## src/rtl/mm2st_read_dma_if.sv

```systemverilog
// Bus bundle for the read DMA: CSR slave, pipelined-read master and stream source.
interface mm2st_read_dma_if #(
   parameter int ADDR_W = 32
);
   logic [1:0]        avs_address;
   logic              avs_write;
   logic [31:0]       avs_writedata;
   logic              avs_read;
   logic [31:0]       avs_readdata;
   logic              avs_readdatavalid;
   logic [ADDR_W-1:0] avm_address;
   logic              avm_read;
   logic              avm_waitrequest;
   logic [31:0]       avm_readdata;
   logic              avm_readdatavalid;
   logic              aso_valid;
   logic [31:0]       aso_data;
   logic              aso_ready;
   logic              irq;

   // DMA side
   modport master (
      input  avs_address, avs_write, avs_writedata, avs_read,
      output avs_readdata, avs_readdatavalid,
      output avm_address, avm_read,
      input  avm_waitrequest, avm_readdata, avm_readdatavalid,
      output aso_valid, aso_data,
      input  aso_ready,
      output irq
   );

   // Environment side: CPU, memory and stream sink
   modport slave (
      output avs_address, avs_write, avs_writedata, avs_read,
      input  avs_readdata, avs_readdatavalid,
      input  avm_address, avm_read,
      output avm_waitrequest, avm_readdata, avm_readdatavalid,
      input  aso_valid, aso_data,
      output aso_ready,
      input  irq
   );
endinterface

```

## src/rtl/mm2st_read_dma.sv

```systemverilog
// Memory-to-stream read DMA: credit-limited Avalon-MM pipelined reads feeding a
// first-word fall-through buffer that drives an Avalon-ST source.
module mm2st_read_dma #(
   parameter int FIFO_DEPTH = 8,
   parameter int ADDR_W     = 32
) (
   input  logic             clk,
   input  logic             reset_n,
   mm2st_read_dma_if.master bus
);
   localparam int PW = $clog2(FIFO_DEPTH);
   localparam int CW = PW + 1;
   localparam logic [CW:0] DEPTH_C = (CW+1)'(FIFO_DEPTH);

   typedef enum logic [1:0] {IDLE = 2'd0, ISSUE = 2'd1, DRAIN = 2'd2, FLUSH = 2'd3} state_t;
   state_t state_reg, state_next;

   logic [31:0]       src_addr_reg, length_reg, words_sent_reg, rdata_reg;
   logic              ie_reg, done_reg, error_reg, aborted_reg, rvalid_reg;
   logic [ADDR_W-1:0] addr_reg;
   logic [29:0]       remaining_reg;
   logic [CW-1:0]     pending_reg, fifo_count_reg;
   logic [PW-1:0]     wr_ptr_reg, rd_ptr_reg;
   logic [31:0]       slot_q [FIFO_DEPTH];

   logic ctrl_wr, go_cmd, abort_cmd, len_ok, credit_ok;
   logic accept, ret, push, pop;
   logic start, start_bad, finish_ok, finish_abort, flush_fifo, busy, avm_read_c;

   assign ctrl_wr   = bus.avs_write && (bus.avs_address == 2'd2);
   assign go_cmd    = ctrl_wr && bus.avs_writedata[0];
   assign abort_cmd = ctrl_wr && bus.avs_writedata[1];
   assign len_ok    = (length_reg != 32'd0) && (length_reg[1:0] == 2'b00);
   // Buffer space is reserved for every outstanding read, so returns never overflow.
   assign credit_ok = ({1'b0, pending_reg} + {1'b0, fifo_count_reg}) < DEPTH_C;
   assign accept    = bus.avm_read && !bus.avm_waitrequest;
   // Returns with nothing outstanding (e.g. after a reset) are stale and ignored.
   assign ret       = bus.avm_readdatavalid && (pending_reg != '0);
   assign push      = ret && ((state_reg == ISSUE) || (state_reg == DRAIN));
   assign pop       = bus.aso_valid && bus.aso_ready;
   assign start_bad = start && !len_ok;

   always_ff @(posedge clk or negedge reset_n) begin
      if (!reset_n) state_reg <= IDLE;
      else          state_reg <= state_next;
   end

   always_comb begin
      state_next = state_reg;
      case (state_reg)
         IDLE:    if (go_cmd && len_ok) state_next = ISSUE;
         ISSUE:   if (abort_cmd) state_next = FLUSH;
                  else if (accept && (remaining_reg == 30'd1)) state_next = DRAIN;
         DRAIN:   if (abort_cmd) state_next = FLUSH;
                  else if ((pending_reg == '0) && (fifo_count_reg == '0)) state_next = IDLE;
         FLUSH:   if (pending_reg == '0) state_next = IDLE;
         default: state_next = IDLE;
      endcase
   end

   always_comb begin
      avm_read_c   = 1'b0;
      start        = 1'b0;
      finish_ok    = 1'b0;
      finish_abort = 1'b0;
      flush_fifo   = 1'b0;
      busy         = 1'b1;
      case (state_reg)
         IDLE: begin
            busy  = 1'b0;
            start = go_cmd;
         end
         ISSUE: begin
            // An abort withdraws the request in the same cycle, even mid-stall.
            avm_read_c = credit_ok && !abort_cmd;
            flush_fifo = abort_cmd;
         end
         DRAIN: begin
            flush_fifo = abort_cmd;
            finish_ok  = !abort_cmd && (pending_reg == '0) && (fifo_count_reg == '0);
         end
         FLUSH:   finish_abort = (pending_reg == '0);
         default: busy = 1'b1;
      endcase
   end

   always_ff @(posedge clk or negedge reset_n) begin
      if (!reset_n) begin
         src_addr_reg   <= '0;
         length_reg     <= '0;
         ie_reg         <= 1'b0;
         done_reg       <= 1'b0;
         error_reg      <= 1'b0;
         aborted_reg    <= 1'b0;
         words_sent_reg <= '0;
         addr_reg       <= '0;
         remaining_reg  <= '0;
         pending_reg    <= '0;
         wr_ptr_reg     <= '0;
         rd_ptr_reg     <= '0;
         fifo_count_reg <= '0;
         rdata_reg      <= '0;
         rvalid_reg     <= 1'b0;
      end else begin
         if (bus.avs_write && !busy) begin
            if (bus.avs_address == 2'd0) src_addr_reg <= bus.avs_writedata;
            if (bus.avs_address == 2'd1) length_reg   <= bus.avs_writedata;
         end
         if (ctrl_wr) ie_reg <= bus.avs_writedata[2];

         if (start) begin
            done_reg    <= start_bad;
            error_reg   <= start_bad && (length_reg[1:0] != 2'b00);
            aborted_reg <= 1'b0;
         end else begin
            if (finish_ok || finish_abort) done_reg <= 1'b1;
            if (finish_abort) aborted_reg <= 1'b1;
         end

         if (start)    words_sent_reg <= '0;
         else if (pop) words_sent_reg <= words_sent_reg + 32'd1;

         if (start && len_ok) begin
            addr_reg      <= {src_addr_reg[ADDR_W-1:2], 2'b00};
            remaining_reg <= length_reg[31:2];
         end else if (accept) begin
            addr_reg      <= addr_reg + ADDR_W'(4);
            remaining_reg <= remaining_reg - 30'd1;
         end

         pending_reg <= pending_reg + CW'(accept) - CW'(ret);

         if (flush_fifo) begin
            wr_ptr_reg     <= '0;
            rd_ptr_reg     <= '0;
            fifo_count_reg <= '0;
         end else begin
            if (push) wr_ptr_reg <= wr_ptr_reg + PW'(1);
            if (pop)  rd_ptr_reg <= rd_ptr_reg + PW'(1);
            fifo_count_reg <= fifo_count_reg + CW'(push) - CW'(pop);
         end

         rvalid_reg <= bus.avs_read;
         if (bus.avs_read) begin
            case (bus.avs_address)
               2'd0:    rdata_reg <= src_addr_reg;
               2'd1:    rdata_reg <= length_reg;
               2'd2:    rdata_reg <= {27'd0, ie_reg, aborted_reg, error_reg, done_reg, busy};
               default: rdata_reg <= words_sent_reg;
            endcase
         end
      end
   end

   genvar gi;
   generate
      for (gi = 0; gi < FIFO_DEPTH; gi = gi + 1) begin : g_slot
         logic [31:0] data_reg;
         always_ff @(posedge clk or negedge reset_n) begin
            if (!reset_n)                                data_reg <= '0;
            else if (push && (wr_ptr_reg == PW'(gi)))    data_reg <= bus.avm_readdata;
         end
         assign slot_q[gi] = data_reg;
      end
   endgenerate

   assign bus.avm_read          = avm_read_c;
   assign bus.avm_address       = addr_reg;
   assign bus.aso_valid         = (fifo_count_reg != '0);
   assign bus.aso_data          = slot_q[rd_ptr_reg];
   assign bus.avs_readdata      = rdata_reg;
   assign bus.avs_readdatavalid = rvalid_reg;
   assign bus.irq               = done_reg & ie_reg;
endmodule
```

## src/flat_wrapper.sv

```systemverilog
// flat-port wrapper written by rule: the top's interface ports become plain ports
module mm2st_read_dma_flat 
#(
   parameter int FIFO_DEPTH = 8,
   parameter int ADDR_W     = 32
)
  (clk, reset_n, bus_avs_address, bus_avs_write, bus_avs_writedata, bus_avs_read, bus_avs_readdata, bus_avs_readdatavalid, bus_avm_address, bus_avm_read, bus_avm_waitrequest, bus_avm_readdata, bus_avm_readdatavalid, bus_aso_valid, bus_aso_data, bus_aso_ready, bus_irq);
  mm2st_read_dma_if #(.ADDR_W(ADDR_W)) bus_i ();
  input  logic clk;
  input  logic reset_n;
  input wire logic [$bits(bus_i.avs_address)-1:0] bus_avs_address;
  input wire logic [$bits(bus_i.avs_write)-1:0] bus_avs_write;
  input wire logic [$bits(bus_i.avs_writedata)-1:0] bus_avs_writedata;
  input wire logic [$bits(bus_i.avs_read)-1:0] bus_avs_read;
  output wire logic [$bits(bus_i.avs_readdata)-1:0] bus_avs_readdata;
  output wire logic [$bits(bus_i.avs_readdatavalid)-1:0] bus_avs_readdatavalid;
  output wire logic [$bits(bus_i.avm_address)-1:0] bus_avm_address;
  output wire logic [$bits(bus_i.avm_read)-1:0] bus_avm_read;
  input wire logic [$bits(bus_i.avm_waitrequest)-1:0] bus_avm_waitrequest;
  input wire logic [$bits(bus_i.avm_readdata)-1:0] bus_avm_readdata;
  input wire logic [$bits(bus_i.avm_readdatavalid)-1:0] bus_avm_readdatavalid;
  output wire logic [$bits(bus_i.aso_valid)-1:0] bus_aso_valid;
  output wire logic [$bits(bus_i.aso_data)-1:0] bus_aso_data;
  input wire logic [$bits(bus_i.aso_ready)-1:0] bus_aso_ready;
  output wire logic [$bits(bus_i.irq)-1:0] bus_irq;
  assign bus_i.avs_address = bus_avs_address;
  assign bus_i.avs_write = bus_avs_write;
  assign bus_i.avs_writedata = bus_avs_writedata;
  assign bus_i.avs_read = bus_avs_read;
  assign bus_avs_readdata = bus_i.avs_readdata;
  assign bus_avs_readdatavalid = bus_i.avs_readdatavalid;
  assign bus_avm_address = bus_i.avm_address;
  assign bus_avm_read = bus_i.avm_read;
  assign bus_i.avm_waitrequest = bus_avm_waitrequest;
  assign bus_i.avm_readdata = bus_avm_readdata;
  assign bus_i.avm_readdatavalid = bus_avm_readdatavalid;
  assign bus_aso_valid = bus_i.aso_valid;
  assign bus_aso_data = bus_i.aso_data;
  assign bus_i.aso_ready = bus_aso_ready;
  assign bus_irq = bus_i.irq;
  mm2st_read_dma #(.FIFO_DEPTH(FIFO_DEPTH), .ADDR_W(ADDR_W)) u_core (.clk(clk), .reset_n(reset_n), .bus(bus_i));
endmodule
```

## config.mk

```make
export PLATFORM = sky130hd
export DESIGN_NAME = mm2st_read_dma_flat
export DESIGN_NICKNAME = d
export VERILOG_FILES = /design/src/rtl/mm2st_read_dma_if.sv /design/src/rtl/mm2st_read_dma.sv /design/src/flat_wrapper.sv
export SDC_FILE = /design/constraint.sdc
export NUM_CORES = 1
export LEC_CHECK = 0
export BUFFER_PORTS_ARGS = -buffer_cell sky130_fd_sc_hd__buf_4
export CAP_MARGIN = 0
export CORE_MARGIN = 3
export CORE_UTILIZATION = 45
export CTS_CLUSTER_SIZE = 30
export DETAILED_ROUTE_END_ITERATION = 16
export GPL_TIMING_DRIVEN = 0
export RECOVER_POWER = 25
export SYNTH_ARGS = -nofsm -noshare
export SYNTH_HDL_FRONTEND = slang
export SYNTH_SLANG_ARGS = --single-unit
```

## constraint.sdc

```tcl
create_clock -name clk -period 3.9 [get_ports clk]
set_clock_uncertainty 0.05 [all_clocks]
set_input_delay 0.78 -clock clk [delete_from_list [all_inputs] [get_ports clk]]
set_output_delay 0.78 -clock clk [all_outputs]
set_load 0.02 [all_outputs]
```

# After elaboration in Yosys (flattened, before gate mapping)
# Cells that the tools add are included.
totals:
  register_bits: 467
  in_bits: 73
  output_inout_bits: 100
  elab_cells: 138
op_classes:
  n_addsub: 10
  n_lt_le_gt_ge: 2
  n_eq_ne: 17
  muxes: 32
  bitwise_logic: 2
  n_reduce_logical: 51
op_table:
  columns: ["op", "count"]
  rows:
  - ["$mux 32", 6]
  - ["$bmux 32 s3", 1]
  - ["$pmux 32 s3", 1]
  - ["$mux 30", 2]
  - ["$add 32x1->32 const B", 1]
  - ["$add 32x3->32 const B", 1]
  - ["$reduce_bool 32->1", 1]
  - ["$eq 30x1->1 const B", 1]
  - ["$sub 30x1->30 const B", 1]
  - ["$logic_and 1x1->1", 26]
  - ["$reduce_bool 2->1", 7]
  - ["$eq 3x3->1 const B", 4]
  - ["$mux 2", 6]
  - ["$mux 3", 4]
  - ["$mux 1", 10]
  - ["$add 4x1->4", 2]
  - ["$logic_not 4->1", 2]
  - ["$pmux 2 s4", 1]
  - ["$reduce_bool 4->1", 2]
  - ["$sub 4x1->4", 2]
  - ["$add 3x1->3 const B", 2]
  - ["$eq 2x2->1 const B", 3]
  - ["$eq 3x2->1 const B", 2]
  - ["$logic_not 2->1", 3]
  - ["other kinds (16)", 23]

# Logic depth before layout (Yosys ltp)
# Gate-level depths: netlist of the first run.
logic_depth:
  ltp_word: 11
  mapped_depth: 11
  ltp_nobuf: 11

# Worst setup path before layout of the first run
# Ideal clock, no wire load.
synth_timing:
  kind: "input to output"
  start: "input port bus_avs_address[1]"
  end: "output port bus_avm_read"
  arrival_time_ns: 2.264
  required_ns: 3.070
  slack_ns: 0.806
  path_stages: 4
  n_path_buf: 1
  cell_sequence: "buf_2 and4b_4 a2111oi_4 nor3b_1"
synth_via:
  elab_chain_len: 6
synth_lines:
  columns: ["element", "line_no", "rtl"]
  rows:
  - ["start: declaration", "flat_wrapper.sv:11", "input wire logic [$bits(bus_i.avs_address)-1:0] bus_avs_address;"]
  - ["$eq 2x2->1", "mm2st_read_dma.sv:30", "assign ctrl_wr = bus.avs_write && (bus.avs_address == 2'd2);"]
  - ["$logic_and 1x1->1", "mm2st_read_dma.sv:30", null]
  - ["$logic_and 1x1->1", "mm2st_read_dma.sv:32", "assign abort_cmd = ctrl_wr && bus.avs_writedata[1];"]
  - ["$logic_not 1->1", "mm2st_read_dma.sv:75", "avm_read_c = credit_ok && !abort_cmd;"]
  - ["$logic_and 1x1->1", "mm2st_read_dma.sv:75", null]
  - ["$mux 1", "mm2st_read_dma.sv:68", "case (state_reg)"]
  - ["end: declaration", "flat_wrapper.sv:18", "output wire logic [$bits(bus_i.avm_read)-1:0] bus_avm_read;"]
# Every way passes these cells.

# Worst setup path after layout of the first run
layout_timing:
  start: "register u_core.rd_ptr_reg[0]"
  end: "output port bus_aso_data[1]"
layout_via:
  elab_chain_len: 4
layout_lines:
  columns: ["element", "line_no", "rtl"]
  rows:
  - ["start: declaration", "mm2st_read_dma.sv:23", "logic [PW-1:0] wr_ptr_reg, rd_ptr_reg;"]
  - ["start signal: assignment", "mm2st_read_dma.sv:139", "if (pop) rd_ptr_reg <= rd_ptr_reg + PW'(1);"]
  - ["$not 3->4 (not written as such)", "mm2st_read_dma.sv:170", "assign bus.aso_data = slot_q[rd_ptr_reg];"]
  - ["$bmux 32 s3", "mm2st_read_dma.sv:170", null]
  - ["$mux 32 (not written as such) (2 in a row)", "mm2st_read_dma.sv:170", null]
  - ["end: declaration", "flat_wrapper.sv:23", "output wire logic [$bits(bus_i.aso_data)-1:0] bus_aso_data;"]
# Every way passes these cells. The select of a mux whose other input is x is not followed.

==> out/results.ini, run 1 <==
[power_and_ir_drop]
peakVddDrop_mv = 0.370
p_per_area_mw_per_mm2 = 828
leakage_nw = 11.4

[routing]
drc_errors = 0
wl_per_cell_um = 21.5
wl_mm = 55.2
ant_nets = 0
drt-pass1-iter-count = 5
via_per_inst = 5.57
vias = 14300
drt_iter0_drc = 886

[critical_path]
cp_data_arrival_time_ns = 2.88
r2r.worst_path.cells = 10
cp-start-kind = flop
reg2reg_slack_ns = 0.52
r2r-end = u_core.fifo_count_reg[2]
startpoint = u_core.rd_ptr_reg[0]
worstSetupEndpoint = bus_aso_data[1]
critPathMaxFanout = 10
reg2reg_from = u_core.fifo_count_reg[2]
required_ns = 3.07
criticalPathCategory = flop to output port
cp-end-kind = output port

[sta]
slew_viol_final = 182
period_share = 0.950
slew_headroom = -0.684
setup_viol = 0
rsz0062_at_grt = false
hold_viol = 0
max_freq_mhz = 270
setup_ws_ns = 0.195
fin_crit_ns = 3.71
worst_slew_pin_slew_ns = 2.53

[outcome]
violations = max-capacitance violations, max-slew violations
status = complete, but fails checks

[clock_network]
cts_buffers = 51
cts-htree-levels = 2
cts.sinks = 465
cts_buffer_depth = 3
path_clk_slew_ns = 0.06
cts_tree = yes
clk_latency_ns = 0.60
cts_root_buffer = clkbuf_16

[grt]
grt_overflow = 0
antenna_found_initial = 2
grt_usage = 0.222
grt_pass1_wl_mm = 87.7
grt_max_degree = 98
grt_pass1_vias = 15100

[cells_and_area]
largest_reg_flops = 256
areaGrowthSynthToFinish_pct = 17.6
diodes = 0
fin_cells = 2571
drive_gt1_frac = 0.378
fill_cells = 4123
final_cell_area_mm2 = 0.0256
nets = 2018

[place]
placedCellCount = 2477
postPlaceCellArea_mm2 = 0.0240
place.gp.congestion = 0.864
hpwl_mm = 38.6
pre_cts_slack_ns = 0.144
port_buffers = 170

[die]
ioPinCount = 173
dieHeight_um = 226
dieArea_mm2 = 0.0511
coreArea_mm2 = 0.0478
fp-row-count = 80
die_x_um = 226
initial_core_util = 0.456

[yosys]
synth_edf_count = 0
syn_area_per_cell_um2 = 12.9
synth_ff_type = dfrtp_1
netlist-cell-type-count = 51
async_flop_share = 1.00
ys_warn_count = 0
syn_area_mm2 = 0.0218
synthesis.instances = 1686
synth-seq-cells = 465
ys_seq_area_frac = 0.534

[flow_run]
max_cap_violations = 2

[hold_path]
hold_path_class = primary input to async pin

[power by group]
group	internal (W)	total [W]	switching, W
registers	0.00688	0.00841	0.00153
clock network	0.00275	0.00472	0.00197
logic	0.00433	0.00809	0.00376
total	0.0140	0.0212	0.00726
[how the worst min path moves through the flow]
| stage | from | endpoint |
|---|---|---|
| 2_1_floorplan | u_core.aborted_reg | u_core.aborted_reg |
| 3_5_place_dp | u_core.g_slot[6].data_reg[29] | u_core.g_slot[6].data_reg[29] |
| 4_1_cts | reset_n | u_core.g_slot[5].data_reg[4] |
| 6_report | reset_n | u_core.g_slot[5].data_reg[4] |
| 3_3_place_gp | u_core.g_slot[7].data_reg[18] | u_core.g_slot[7].data_reg[18] |
| 5_1_grt | reset_n | u_core.g_slot[5].data_reg[4] |
[per-layer routing]
metal | global-route usage | share of wire
met1 | 0.316 | 0.46
met2 | 0.350 | 0.46
met3 | 0.0422 | 0.048
met4 | 0.0619 | 0.025
met5 | 0 | 0.00033
[cell usage after synthesis (3+ instances only)]
| cell type | count | share of area |
|---|---|---|
| or4_1 | 3 | 0.0010 |
| nand3_1 | 27 | 0.0062 |
| clkbuf_1 | 47 | 0.0081 |
| a21o_1 | 3 | 0.0010 |
| a21oi_1 | 63 | 0.014 |
| xnor2_1 | 65 | 0.026 |
| o21ai_0 | 52 | 0.012 |
| nand2_1 | 96 | 0.017 |
| nor3b_1 | 3 | 0.0010 |
| inv_1 | 32 | 0.0055 |
| nor4_2 | 5 | 0.0029 |
| and3_1 | 6 | 0.0017 |
| or2_2 | 3 | 0.00086 |
| mux4_2 | 69 | 0.071 |
| buf_4 | 3 | 0.0010 |
| mux2_2 | 358 | 0.18 |
| ha_1 | 28 | 0.016 |
| o21ai_1 | 7 | 0.0016 |
| nor4_1 | 20 | 0.0057 |
| dfrtp_1 | 465 | 0.53 |
| and4_1 | 5 | 0.0020 |
| buf_2 | 29 | 0.0067 |
| nor2_1 | 132 | 0.023 |
| or3_1 | 9 | 0.0026 |
| nand4_1 | 16 | 0.0046 |
| nor2b_1 | 3 | 0.00086 |
| mux2i_1 | 29 | 0.013 |
| a31oi_1 | 3 | 0.00086 |
| nor3_1 | 32 | 0.0073 |
| xor2_1 | 29 | 0.012 |
| and2_1 | 5 | 0.0014 |
| buf_1 | 14 | 0.0024 |
[metrics by stage]
step | util | setup TNS, ns | total power (W) | hold WS (ns)
CTS | 0.537 | 0 | 0.0215 | 0.0852
finish | 0.536 | 0 | 0.0212 | 0.0686
global placement | 0.499 | -1313.09 | 0.0164 | 0.431
global route | 0.536 | 0 | 0.0225 | 0.0826
floorplan | - | 0 | 0.0137 | 0.411
detailed placement | 0.502 | 0 | 0.0166 | 0.437
[logic make-up after synthesis]
kind of cell | after synthesis | share of synthesized area
flip-flops | 465 | 0.534
multiplexers | 456 | 0.269
AND/OR/NAND/NOR | 377 | 0.0825
AO/OA/AOI/OAI | 138 | 0.0347
buffers and inverters | 125 | 0.0237
XOR/XNOR | 94 | 0.0378
adder cells (fa/ha/maj) | 30 | 0.0179
other | 1 | 0.000172
[critical path, cell delays in order (launching register included)]
cell and delay, ns:
dfrtp_1 0.36, clkbuf_2 0.32, clkdlybuf4s18_2 0.55, mux4_2 0.57, mux2_2 0.32, buf_4 0.17
[cell type report]
type                       instances  area [um2]  area share
inverter                          32         120     0.00469
tap                              615         769      0.0300
clock inverter                    19         163     0.00635
clock buffer                      75        1480      0.0576
buffer                            93         440      0.0172
timing repair buffer             175        1370      0.0535
multi-input combinational       1097        9650       0.377
sequential                       465       11600       0.454
[cells in the final DEF, fill, tap and decap left out, types with 4 or more instances in the layout]
master           instances
a21oi_1                 63
xnor2_1                 65
clkdlybuf4s15_2          4
nor2_1                 132
mux2_2                 358
clkbuf_2                 8
mux4_2                  69
xor2_1                  29
and4_1                   5
and3_1                   6
ha_1                    28
buf_4                  170
clkbuf_8                 9
dfrtp_1                465
nor4_1                  20
nor3_1                  32
o21ai_0                 52
clkbuf_1                56
buf_2                   29
buf_1                    9
o21ai_1                  7
and2_1                   5
or3_1                    9
inv_1                   32
nand3_1                 27
clkbuf_16               52
mux2i_1                 29
clkinv_2                14
nand4_1                 16
nor4_2                   5
nand2_1                 96
[what timing repair did]
action                                  in CTS  in global routing
setup buffers                                0                  0
endpoints found under the setup margin      32                  1
hold buffers                                 0                  0
gates resized for setup                     16                  1
Power figures use the tool's default switching activity.
==> run 2: changes to the inputs <==
--- a/config.mk
+++ b/config.mk
@@ -11,7 +11,6 @@
 export CORE_UTILIZATION = 45
 export CTS_CLUSTER_SIZE = 30
 export DETAILED_ROUTE_END_ITERATION = 16
-export GPL_TIMING_DRIVEN = 0
 export RECOVER_POWER = 25
 export SYNTH_ARGS = -nofsm -noshare
 export SYNTH_HDL_FRONTEND = slang
==> run 2 against run 1 <==
  * The flow still finishes with violations (max-capacitance violations, max-slew violations)
  * Hold slack gained 0.13 ns
  * Register-to-register slack improved by 0.42 ns
  * Die area did not move
  * Critical path depth fell by 1
  * Cell area shrank 0.60%
  * Count of clock-buffer cells in the layout is 5 higher
  * Routed wire length fell by 3.9%
  * Sequential cell count stayed put
  * Power decreased by 0.74%
  * Sequential share of layout area rose by 0.30 points
==> out/results.ini, run 2 (synthesized netlist as in run 1, its figures left out) <==
[cells_and_area]
final_cell_mix = dfrtp_1, mux2_2, buf_4
final_common_cell = dfrtp_1
nets = 1958
fill_cells = 4117
drive_gt1_frac = 0.386
largest_reg_flops = 256
fin_util = 0.533
areaGrowthSynthToFinish_pct = 16.9
diodes = 0

[grt]
grt_max_degree = 110
grt_overflow = 0
grt_usage = 0.212
busiest_layer = met2
grt_pass1_vias = 14800
grt_pass1_wl_mm = 84.7
antenna_found_initial = 3
use_met2 = 0.341
grt.met1_usage = 0.302
use_met3 = 0.0424

[hold_path]
hold_path_class = primary input to async pin

[power_and_ir_drop]
seqPwrFrac = 0.402
p_sw_w = 0.00716
total_power_w = 0.0211
intPower_w = 0.0139
p_clk_frac = 0.218
peakVddDrop_mv = 0.424
combPwrFrac = 0.380
switching_share = 0.340
leakage_nw = 11.3
p_per_area_mw_per_mm2 = 827

[routing]
ant_nets = 0
wl_mm = 53.0
vias = 14000
wl_per_cell_um = 21.2
drc_errors = 0
via_per_inst = 5.57
drt_iter0_drc = 819
drt-pass1-iter-count = 5

[sta]
slew_headroom = -0.720
worst_slew_pin_slew_ns = 2.58
final.setup.tns_ns = 0
holdWs_ns = 0.197
hold_viol = 0
slew_viol_final = 171
fin_crit_ns = 3.54
rsz0062_at_grt = false
setup_ws_ns = 0.365
max_freq_mhz = 283
setup_viol = 0
period_share = 0.906

[clock_network]
cts-htree-levels = 2
cts.sinks = 465
clk_latency_ns = 0.60
cts_resized = 0
cts_buffers = 50
cts_root_buffer = clkbuf_16
cts_tree = yes
postCtsSetupRepairBufs = 0
cts_buffer_depth = 3
hold_buffers = 0
path_clk_slew_ns = 0.06

[critical_path]
cp-end-kind = output port
r2r-end = u_core.g_slot[0].data_reg[28]
required_ns = 3.07
critPathMaxFanout = 27
cp-start-kind = flop
r2r.worst_path.cells = 8
cp_data_arrival_time_ns = 2.71
reg2reg_from = u_core.pending_reg[2]
reg2reg_slack_ns = 0.94
criticalPathCategory = flop to output port

[die]
ioPinCount = 173
fp-row-count = 80
dieArea_mm2 = 0.0511
initial_core_util = 0.456
die_x_um = 226
coreArea_mm2 = 0.0478
dieHeight_um = 226

[flow_run]
max_cap_violations = 3

[place]
place.gp.congestion = 0.826
pre_cts_slack_ns = 0.690
port_buffers = 170
hpwl_mm = 35.2

[outcome]
status = complete, but fails checks
violations = max-capacitance violations, max-slew violations

## run 2: cell types whose count changed in the layout (fill, tap and decap cells not counted), sizes merged
cell | previous run | this run
clkdlybuf4s18 | 1 | 0
bufinv | 2 | 0
clkinv | 15 | 8
clkbuf | 126 | 88
clkdlybuf4s15 | 4 | 0
inv | 33 | 32
buf | 212 | 201
## run 2: per-stage QoR
stage	cell area, um2	std cells
global placement	24000	2418
global route	25500	2507
CTS	25500	2507
finish	25500	2507
detailed placement	24000	2418
floorplan	21800	1687
## run 2: area by class of cell
cell class / count / area, um2 / share of cell area
clock buffer: 80 / 1520 / 0.0595
clock inverter: 9 / 70.1 / 0.00275
inverter: 32 / 120 / 0.00471
multi-input combinational: 1097 / 9690 / 0.380
sequential: 465 / 11600 / 0.457
tap: 615 / 769 / 0.0302
timing repair buffer: 209 / 1670 / 0.0657
## run 2: layer usage
layer | part of all wire | vias to the layer above
li1 | - | 6358
met1 | 0.46 | 7285
met2 | 0.48 | 249
met3 | 0.046 | 65
met4 | 0.015 | 6
met5 | 0.00085 | -
## run 2: worst max-delay path, stage by stage, from the launching register on
cell     delay [ns]
dfrtp_4        0.83
buf_4          0.31
mux4_2         0.51
mux2_2         0.29
buf_4          0.16
## run 2: power groups by stage
stage                     registers, W  logic (W)  clock network (W)
after floorplan                0.00820    0.00548                  0
after global placement         0.00844    0.00795                  0
after detailed placement       0.00853    0.00810                  0
after CTS                      0.00847    0.00813            0.00472
after global routing           0.00876    0.00868            0.00490
final                          0.00848    0.00800            0.00459
## run 2: worst max path at each step
| stage | from | endpoint | slack (ns) | cells after the start |
|---|---|---|---|---|
| floorplan | bus_avs_address[1] | bus_avm_read | 0.81 | 4 |
| global placement | bus_avs_address[0] | u_core.bus.avm_address[30] | 0.78 | 8 |
| detailed placement | bus_avs_address[0] | u_core.bus.avm_address[30] | 0.69 | 8 |
| CTS | u_core.rd_ptr_reg[0] | bus_aso_data[19] | 0.26 | 4 |
| global route | reset_n | u_core.g_slot[1].data_reg[9] | 0.14 | 2 |
| finish | u_core.rd_ptr_reg[0] | bus_aso_data[19] | 0.36 | 4 |
